<file path="config.mk">
export PLATFORM = sky130hd
export DESIGN_NAME = interrupt_controller
export DESIGN_NICKNAME = d
export VERILOG_FILES = /design/src/rtl/interrupt_controller_pkg.sv /design/src/rtl/priority_encoder8.sv /design/src/rtl/interrupt_controller.sv
export SDC_FILE = /design/constraint.sdc
export NUM_CORES = 1
export LEC_CHECK = 0
export BUFFER_PORTS_ARGS = -buffer_cell sky130_fd_sc_hd__buf_2
export CAP_MARGIN = 15
export CORE_MARGIN = 2
export CORE_UTILIZATION = 51
export DETAILED_ROUTE_END_ITERATION = 6
export PLACE_DENSITY = 0.84
export SLEW_MARGIN = 20
export SYNTH_ARGS = -nofsm -noshare
export SYNTH_HDL_FRONTEND = slang
export SYNTH_SLANG_ARGS = --single-unit
export TNS_END_PERCENT = 5
</file>
<file path="constraint.sdc">
create_clock -name clk -period 1.9 [get_ports clk]
set_input_delay 0.095 -clock clk [delete_from_list [all_inputs] [get_ports clk]]
set_output_delay 0.095 -clock clk [all_outputs]
set_load 0.005 [all_outputs]
</file>
<file path="src/rtl/interrupt_controller_pkg.sv">
// Shared definitions for the interrupt controller: FSM encoding, sizing and vector defaults.
package interrupt_controller_pkg;

  localparam int          NUM_IRQ        = 8;
  localparam int          ID_W           = $clog2(NUM_IRQ);
  localparam logic [15:0] VECTOR_BASE_D  = 16'h0010;
  localparam logic [15:0] VECTOR_STRIDE_D = 16'h0004;
  localparam logic [7:0]  MASK_RESET_D   = 8'hFF;

  typedef enum logic [1:0] {
    IDLE    = 2'd0,
    REQUEST = 2'd1,
    SERVICE = 2'd2
  } state_t;

  // Handler address wraps modulo 2^16 by construction of the 16-bit result.
  function automatic logic [15:0] irq_vector(input logic [15:0] base,
                                             input logic [15:0] stride,
                                             input logic [ID_W-1:0] id);
    return base + stride * {{(16-ID_W){1'b0}}, id};
  endfunction

endpackage

</file>
<file path="src/rtl/priority_encoder8.sv">
// Combinational 8-to-3 priority encoder; lowest set index wins.
module priority_encoder8
  import interrupt_controller_pkg::*;
(
  input  logic [NUM_IRQ-1:0] i_vec,
  output logic [ID_W-1:0]    o_idx,
  output logic               o_valid
);

  always_comb begin
    o_idx   = '0;
    o_valid = |i_vec;
    // Scan downwards so the lowest set bit is the last, and therefore final, assignment.
    for (int i = NUM_IRQ - 1; i >= 0; i--) begin
      if (i_vec[i]) o_idx = ID_W'(i);
    end
  end

endmodule

</file>
<file path="src/rtl/interrupt_controller.sv">
// Edge-triggered, maskable, fixed-priority interrupt controller with a
// req/ack/eoi handshake toward a single-cycle CPU; no nesting.
module interrupt_controller
  import interrupt_controller_pkg::*;
#(
  parameter logic [15:0] VECTOR_BASE   = VECTOR_BASE_D,
  parameter logic [15:0] VECTOR_STRIDE = VECTOR_STRIDE_D,
  parameter logic [7:0]  MASK_RESET    = MASK_RESET_D
) (
  input  logic               clk,
  input  logic               reset,
  input  logic [NUM_IRQ-1:0] irq_in,
  input  logic               mask_we,
  input  logic [NUM_IRQ-1:0] mask_data,
  input  logic               int_ack,
  input  logic               int_eoi,
  output logic               int_req,
  output logic [ID_W-1:0]    int_id,
  output logic [15:0]        int_vector,
  output logic [NUM_IRQ-1:0] pending,
  output logic [NUM_IRQ-1:0] mask,
  output logic               busy
);

  state_t               r_state, w_state_next;
  logic [NUM_IRQ-1:0]   r_irq_q, r_pending, r_mask;
  logic                 r_int_req, r_busy;
  logic [ID_W-1:0]      r_int_id;
  logic [15:0]          r_int_vector;

  logic [NUM_IRQ-1:0]   w_edge, w_clear, w_pending_next, w_eligible;
  logic [ID_W-1:0]      w_winner, w_id_next;
  logic                 w_winner_valid, w_req_next, w_busy_next;
  logic [15:0]          w_vector_next;

  assign w_edge     = irq_in & ~r_irq_q;
  assign w_eligible = r_pending & r_mask;

  priority_encoder8 u_prio (
    .i_vec   (w_eligible),
    .o_idx   (w_winner),
    .o_valid (w_winner_valid)
  );

  always_comb begin
    // NOTE: every output of this block gets a default first, so no path can infer a latch.
    w_state_next  = r_state;
    w_req_next    = r_int_req;
    w_busy_next   = r_busy;
    w_id_next     = r_int_id;
    w_vector_next = r_int_vector;
    w_clear       = '0;

    unique case (r_state)
      IDLE: begin
        if (w_winner_valid) begin
          w_state_next  = REQUEST;
          w_req_next    = 1'b1;
          w_id_next     = w_winner;
          w_vector_next = irq_vector(VECTOR_BASE, VECTOR_STRIDE, w_winner);
        end
      end
      REQUEST: begin
        if (int_ack) begin
          w_state_next       = SERVICE;
          w_req_next         = 1'b0;
          w_busy_next        = 1'b1;
          w_clear[r_int_id]  = 1'b1;
        end
      end
      SERVICE: begin
        if (int_eoi) begin
          w_state_next = IDLE;
          w_busy_next  = 1'b0;
        end
      end
      default: w_state_next = IDLE;
    endcase

    // Applying the edge after the clear lets a same-cycle edge survive the ack.
    w_pending_next = (r_pending & ~w_clear) | w_edge;
  end

  // NOTE: sequential state uses non-blocking assignments so all registers update from pre-edge values.
  always_ff @(posedge clk or posedge reset) begin
    if (reset) begin
      r_state      <= IDLE;
      r_irq_q      <= '0;
      r_pending    <= '0;
      r_mask       <= MASK_RESET;
      r_int_req    <= 1'b0;
      r_busy       <= 1'b0;
      r_int_id     <= '0;
      r_int_vector <= VECTOR_BASE;
    end else begin
      r_state      <= w_state_next;
      r_irq_q      <= irq_in;
      r_pending    <= w_pending_next;
      r_int_req    <= w_req_next;
      r_busy       <= w_busy_next;
      r_int_id     <= w_id_next;
      r_int_vector <= w_vector_next;
      if (mask_we) r_mask <= mask_data;
    end
  end

  assign int_req    = r_int_req;
  assign int_id     = r_int_id;
  assign int_vector = r_int_vector;
  assign pending    = r_pending;
  assign mask       = r_mask;
  assign busy       = r_busy;

endmodule
</file>
== Word level (Yosys, flattened, before mapping) ==
Cells that the tools add are included.
Widths: inputs -> output; s select.

* Input bits: 21
* Register bits: 47
* Logic and storage cells: 53
* Output and inout port bits: 37

* Bitwise logic cells: 6
* $add $sub $neg: 1
* Order comparisons: 2
* Muxes and demuxes: 22
* Reduce and logical (&&, ||, !) cells: 9
* Eq/ne operators: 5

{| class="wikitable"
|+ Operators by type and width
! operator !! number
|-
| $and 8x8->8 || 3
|-
| $mux 3 || 8
|-
| $mux 8 || 2
|-
| $not 8->8 || 2
|-
| $reduce_and 3->1 || 3
|-
| $or 8x8->8 || 1
|-
| $reduce_or 8->1 || 1
|-
| $add 5x5->6 const A || 1
|-
| $mux 2 || 3
|-
| $pmux 2 s3 || 1
|-
| $mux 1 || 5
|-
| $lt 3x4->1 const B || 1
|-
| $ne 2x2->1 const B || 2
|-
| $pmux 1 s2 || 2
|-
| $reduce_bool 2->1 || 2
|-
| $demux 1 s3 || 1
|-
| $ge 3x1->1 const B || 1
|-
| $eq 2x1->1 const B || 1
|-
| $eq 2x2->1 const B || 1
|-
| $logic_not 2->1 || 1
|-
| $ne 2x1->1 const B || 1
|-
| $reduce_and 2->1 || 1
|-
| $logic_and 1x1->1 || 1
|}

== Depth between registers and ports, before layout ==
Gate-level depths: netlist (run 1).

* Word-level depth: 10
* Gate-level depth with buffers: 4

== Hierarchy ==
From an unflattened synthesis (run 1), not the netlist that was laid out.

* Cells, all modules: 129
* Area, all modules: 1457.6 µm²

{| class="wikitable"
|+ Modules (own cells, without submodules)
! module !! area an instance (µm²) !! times used !! cells each
|-
| interrupt_controller || 1376.3 || 1 || 116
|-
| priority_encoder8 || 81.3 || 1 || 13
|}

== Worst setup path after synthesis (run 1) ==
Ideal clock, no wire load.

* Kind: flip-flop to flip-flop
* From: reg r_pending[6], in the netlist pending[6]
* To: reg r_int_id[0], in the netlist int_id[0]
* Data arrival time: 1.170 ns
* Slack: 0.634 ns
* Setup time: 0.095 ns
* Data required time: 1.805 ns
* Path buffers: 0
* Cell stages (with the launch flop): 5
* Cells stage by stage: dfrtp_1 > a22o_1 > o41ai_4 > nand2_1 > o31ai_1

* Cells in the longest elaborated chain, start to end: 8

{| class="wikitable"
|+ Ends and longest elaborated chain
! element !! RTL line !! text
|-
| from (decl) || interrupt_controller.sv:26 || <nowiki>logic [NUM_IRQ-1:0] r_irq_q, r_pending, r_mask;</nowiki>
|-
| from (signal assigned) || interrupt_controller.sv:98 || <nowiki>r_pending <= w_pending_next;</nowiki>
|-
| $and 8x8->8 (*) || interrupt_controller.sv:37 || <nowiki>assign w_eligible = r_pending & r_mask;</nowiki>
|-
| $mux 3 (7 in series) || priority_encoder8.sv:15 || <nowiki>if (i_vec[i]) o_idx = ID_W'(i);</nowiki>
|-
| to (signal assigned) || interrupt_controller.sv:101 || <nowiki>r_int_id <= w_id_next;</nowiki>
|-
| to (decl) || interrupt_controller.sv:28 || <nowiki>logic [ID_W-1:0] r_int_id;</nowiki>
|}

Mark *: on every way between the ends. The rest lies on a longest branch, timed or not.
A chain may end at the register's enable or synchronous reset.

== Worst setup path after layout (run 1) ==
Ends and elaborated chain as after synthesis.

==> out/metrics.yaml, run 1 <==
yosys:
  async_flop_share: 1.00
  ys_types: 27
  syn_area_um2: 1420
  syn_inst: 126
  avgSynthCellArea_um2: 11.3
  synth_edf_count: 0
  ys_warn_count: 0
  synth_seq_cells: 32
  synth-seq-area-share: 0.573
  synth_flop_cell: "dfrtp_1"
clock_tree:
  cts_hold_buf: 19
  cts_resized: 0
  post_cts_buffers: 0
  tritoncts: "done"
  numCtsBuffers: 5
  cts_buffer_depth: 2
  numClockSinks: 32
  ctsHtreeMaxLevel: 2
  cts-root-buf: "clkbuf_4"
  insertion_delay_ns: 0.34
  cts.reportedPaths.clkPinSlew_ns: 0.10
grt:
  antenna_found_initial: 0
  grt_pass1_vias: 1171
  gr-total-overflow: 0
  grt_pass1_wl_um: 5320
  grt_max_degree: 33
  grt_usage: 0.217
route:
  initialDrtViolationCount: 20
  drc: 0
  drt-vias-per-instance: 5.00
  first_pass_iters: 4
  avgRoutedWirePerCell_um: 13.7
  vias: 1125
  routed_wl_um: 3080
  postRouteAntennaNets: 0
layout:
  area_growth_pct: 32.1
  fin_nets: 214
  antenna_cells: 0
  stdcell_count: 225
  utilization: 0.697
  drive_above_1_share: 0.371
  postLayoutCellArea_um2: 1870
  fillers: 198
min_path:
  hp-class: "in -> reg"
  hold-path-cell-count: 2
sta:
  finalSetupTns_ns: 0
  holdWs_ns: 0.186
  finalClockSkew_ns: 0.00925
  rsz0062_at_grt: "false"
  fin_crit_sh: 0.718
  min_period_ns: 1.36
  hold_viol: 0
  setup_viol: 0
  maxClockFrequency_ghz: 0.733
  final_max_slew_viol_count: 0
  setup_ws_ns: 0.536
worst_setup_path:
  crit_start: "pending[6]"
  cp.arrival_ns: 1.59
  cp_data_required_time_ns: 2.13
  start_kind: "register"
  crit_path_end_kind: "register"
  r2r_slack_ns: 0.54
  slowest_stage: "dfrtp_1"
  r2r_end: "int_id[0]"
  r2r_cells: 4
  crit_fanout: 4
  path_cells: "a22o_1 > nand2b_1 > a211oi_1 > o31ai_1"
  crit_type: "reg -> reg"
  r2r_start: "pending[6]"
  critPathCapture: "int_id[0]"
  max_stage_delay_ns: 0.41
floorplanning:
  pin_count: 58
  die_w_um: 56.7
  core-area_um2: 2690
  start_util: 0.528
  placementRows: 19
  die_area_um2: 3220
  die_h_um: 56.7
place:
  portBuffers: 45
  dp.cells: 198
  routabilityCongestion: 0.857
  place_ws_ns: 0.569
  placed_area_um2: 1610
  dp_hpwl_um: 2110
power_and_ir_drop:
  power_leakage_nw: 0.890
  power_mw: 2.16
  powerDensity_nw_per_um2: 1150
  ir_worst_vdd_mv: 0.787
outcome:
  status: "complete, no violations"
flow_run:
  maxCapViolCount: 0
cells in the final DEF, fill, tap and decap left out:
cell           Yosys  layout
nand2_1           13      13
conb_1             1      12
o21ai_1            5       5
o41ai_4            1       1
buf_2              0      45
buf_4             15       1
clkbuf_8           0       2
a21oi_1            3       3
dfstp_2            9       9
a32o_1             2       2
a22o_1             4       4
o21bai_1           1       1
o31ai_1            4       4
inv_1             11      11
clkbuf_4           0       5
a21o_1             1       1
a31oi_1            1       1
nor2_2             1       1
a22oi_1            2       2
clkbuf_1           1       1
nand3b_1           1       1
dfrtp_1           23      23
or2_1              1       1
dlygate4sd3_1      0      19
mux2_2             8       8
nand4_1            1       1
a211oi_1           1       1
nor2_1             2       2
nand2b_1           2       2
o21a_1             1       1
o21ai_0           11      11
Yosys cell counts (2+ instances only):
library cell | n | area, µm²
dfrtp_1 | 23 | 576
nor2_1 | 2 | 7.51
nand2_1 | 13 | 48.8
o21ai_0 | 11 | 55.1
o31ai_1 | 4 | 30.0
a32o_1 | 2 | 20.0
a21oi_1 | 3 | 15.0
o21ai_1 | 5 | 25.0
a22o_1 | 4 | 35.0
mux2_2 | 8 | 90.1
buf_4 | 15 | 113
inv_1 | 11 | 41.3
a22oi_1 | 2 | 15.0
dfstp_2 | 9 | 236
nand2b_1 | 2 | 12.5
report_power, final:
part	switching, mW	leakage [nW]	internal (mW)
clock	0.217	0.0386	0.217
combinational	0.346	0.507	0.345
sequential	0.177	0.345	0.861
registers in the layout (all words and copies together), names as in the netlist:
| name | cells |
|---|---|
| busy | 1 |
| int_id | 3 |
| int_req | 1 |
| int_vector | 1 |
| mask | 8 |
| pending | 8 |
| r_irq_q | 8 |
| r_state | 2 |
worst max-delay path: cells and delay by family (launching register included):
kind	cells	cell delay, ns
compound gates	3	0.65
flops	1	0.41
simple gates	1	0.20
area by class of cell:
cell class	instances	area [µm²]	area share
Tap cell	31	38.8	0.0207
Multi-Input combinational cell	78	489	0.261
Sequential cell	32	812	0.434
Inverter	11	41.3	0.0220
Timing Repair Buffer	65	423	0.226
Clock buffer	8	68.8	0.0367
logic make-up (layout without fill, tap and decap cells):
kind of cell / count (synthesis) / after routing / synth area share
other cells: 1 / 12 / 0.00265
buf+inv: 27 / 84 / 0.111
mux: 8 / 8 / 0.0636
flops: 32 / 32 / 0.573
simple gates: 21 / 21 / 0.0671
compound gates: 37 / 37 / 0.183
per-layer routing:
metal | vias to the layer above | wire length, µm | part of all wire | track usage
li1 | 548 | - | - | -
met1 | 533 | 1300 | 0.42 | 0.258
met4 | 0 | 64 | 0.021 | 0.0748
met5 | - | 0 | 0 | 0
met2 | 37 | 1530 | 0.50 | 0.372
met3 | 7 | 179 | 0.058 | 0.0668
worst min path at each step:
| stage | startpoint | endpoint | slack (ns) |
|---|---|---|---|
| after CTS | mask_we | mask[3] | 0.17 |
| after global routing | mask_we | mask[3] | 0.18 |
| after global placement | reset | r_irq_q[3] | 0.18 |
| after detailed placement | reset | r_irq_q[3] | 0.19 |
| final | mask_we | mask[3] | 0.19 |
| after floorplan | irq_in[0] | r_irq_q[0] | 0.13 |
(Power assumes the default switching activity.)
==> inputs of run 2 (changes only) <==
- CORE_UTILIZATION: 51 -> 47
- PLACE_DENSITY: 0.84 -> 0.78
- clock period: 1.9 -> 1.3 ns (I/O delays scaled with it)
==> run 2 against run 1 <==
Compared with the run above:
- the run now ends with DRC, setup timing left
- clock-buffer cell count is the same
- via count is 11% higher
- final area grew 7.2%
- combinational power grew 97%
- sequential share of layout area is 2.9 points lower
- largest power group unchanged
- register-to-register slack got worse by 0.59 ns
- non-clock buffer count increased by 13
- critical endpoint unchanged
- sequential power grew 46%
- maximum frequency increased by 0.97%
- cell count increased by 5.8%
- critical path type unchanged
==> out/metrics.yaml, run 2 (synthesis gave the netlist of run 1 again) <==
clock_tree:
  cts.reportedPaths.clkPinSlew_ns: 0.10  # about the same
  ctsHtreeMaxLevel: 2  # unchanged
  tritoncts: "done"
  cts-root-buf: "clkbuf_4"
  cts_buffer_depth: 2  # unchanged
  numCtsBuffers: 5  # unchanged
  numClockSinks: 32  # unchanged
  insertion_delay_ns: 0.34  # about the same
route:
  vias: 1248  # +11%
  postRouteAntennaNets: 0  # unchanged
  drc: 5  # +5
  routed_wl_um: 3430  # +12%
  initialDrtViolationCount: 39  # +95%
  drt-vias-per-instance: 5.24  # +4.9%
  first_pass_iters: 7  # +3
  avgRoutedWirePerCell_um: 14.4  # +5.4%
layout:
  utilization: 0.716  # +0.0186
  layout_commonest_cell: "buf_2"
  area_growth_pct: 41.7
  layout_common_cells: "buf_2 (45), dfrtp_1 (22), dlygate4sd3_1 (19)"
  antenna_cells: 0  # unchanged
  drive_above_1_share: 0.444  # +0.0733
  fin_nets: 227  # +6.1%
  postLayoutCellArea_um2: 2010  # +7.2%
worst_setup_path:
  crit_path_end_kind: "register"
  crit_fanout: 3  # -1
  cp_data_required_time_ns: 1.55  # -0.58 ns
  path_cells: "a22o_4 > o41ai_4 > nand2_1 > o31ai_1"
  max_stage_delay_ns: 0.40  # about the same
  crit_type: "reg -> reg"
  cp.arrival_ns: 1.60  # about the same
  slowest_stage: "dfstp_2"
  path_buf_inv: 0  # unchanged
  critPathTopFamily: "compound AO/OA/AOI/OAI gates"
  start_kind: "register"
grt:
  grt_usage: 0.227  # +0.00992
  grt_max_degree: 33  # unchanged
  grt_pass1_wl_um: 5700  # +7.1%
  gr-total-overflow: 0  # unchanged
  antenna_found_initial: 0  # unchanged
  grt_pass1_vias: 1212  # +3.5%
place:
  place_ws_ns: -0.0785  # -0.648 ns
  routabilityCongestion: 0.868  # +1.4%
  dp_hpwl_um: 2330  # +10%
  placed_area_um2: 1680  # +4.2%
  portBuffers: 45  # unchanged
sta:
  finalClockSkew_ns: 0.0159  # +0.00663 ns
  setup_ws_ns: -0.0508  # -0.587 ns
  fin_crit_sh: 1.04  # +0.321
  finalSetupTns_ns: -0.0742  # -0.0742 ns
  setup_viol: 2  # +2
  hold_viol: 0  # unchanged
  maxClockFrequency_ghz: 0.740  # +0.97%
  min_period_ns: 1.35  # -0.0132 ns
  final_max_slew_viol_count: 0  # unchanged
  rsz0062_at_grt: "true"
power_and_ir_drop:
  powerDensity_nw_per_um2: 1730  # +50%
  seqPwrFrac: 0.437  # -0.043
  combPwrFrac: 0.391  # +0.072
  swShare: 0.360  # +0.0180
  switchingPower_mw: 1.25  # +69%
  power_frac_clock: 0.171  # -0.030
  power_leakage_nw: 0.952  # +7.0%
  internal_power_mw: 2.22  # +56%
  ir_worst_vdd_mv: 1.01  # +29%
outcome:
  violations: "DRC, setup timing"
  status: "finished with violations"
min_path:
  hp-class: "in -> reg"
floorplanning:
  die_h_um: 58.9  # +3.9%
  die_w_um: 58.9  # +3.9%
  placementRows: 19  # unchanged
  die_area_um2: 3470  # +7.9%
  start_util: 0.505  # -0.0224
  pin_count: 58  # unchanged
  core-area_um2: 2810  # +4.4%
flow_run:
  maxCapViolCount: 0  # unchanged
-- run 2: worst reg2reg max path: cells and delay by family (launching register included) --
family	cells	cell delay (ns)
AOI/OAI and AO/OA	3	0.74
DFF	1	0.40
and+or+nand+nor	1	0.11
-- run 2: path summary, 6_finish.rpt --
check,startpoint,end,slack (ns),cells after the start
worst max-delay path,mask[1],int_id[0],-0.05,4
worst max register to register,mask[1],int_id[0],-0.05,4
worst min-delay path,mask_we,mask[0],0.14,2
worst min register to register,r_irq_q[4],pending[4],0.42,1
max in group asynchronous,reset,mask[5],0.63,4
min in group asynchronous,reset,int_id[0],0.34,4
-- run 2: power groups by stage --
| stage | logic [mW] | registers, mW | clock network [mW] |
|---|---|---|---|
| 2_1_floorplan | 0.661 | 1.50 | 0 |
| 3_3_place_gp | 1.09 | 1.49 | 0 |
| 3_5_place_dp | 1.13 | 1.51 | 0 |
| 4_1_cts | 1.31 | 1.51 | 0.603 |
| 5_1_grt | 1.50 | 1.56 | 0.651 |
| 6_report | 1.36 | 1.52 | 0.595 |
-- run 2: metrics by stage --
stage | power [mW] | std cells | hold slack [ns]
after global placement | 2.58 | 207 | 0.151
after CTS | 3.42 | 238 | 0.138
after global routing | 3.71 | 238 | 0.143
final | 3.48 | 238 | 0.143
after detailed placement | 2.64 | 207 | 0.159
after floorplan | 2.16 | 137 | 0.0964
-- run 2: per-layer routing --
| metal | up-vias | wire, µm | GRT usage |
|---|---|---|---|
| met5 | - | 0 | 0 |
| met4 | 0 | 64 | 0.0942 |
| met3 | 7 | 205 | 0.0725 |
| met2 | 52 | 1750 | 0.373 |
| met1 | 617 | 1410 | 0.277 |
| li1 | 572 | - | - |
-- run 2: repair_timing --
action | 4_1_cts | 5_1_grt
setup endpoints to repair | 5 | 12
buffers inserted | 4 | 0
endpoints found under the hold margin | 49 | 0
pin swaps | 2 | 8
resized for setup | 6 | 12
hold buffers | 19 | 0
-- run 2: final cells by class --
cell class	instances	area, µm²
clock buffers	8	58.8
inverters	11	41.3
multi-input cells	78	536
flip-flops and latches	32	813
well taps	31	38.8
fillers	201	797
repair buffers	78	520
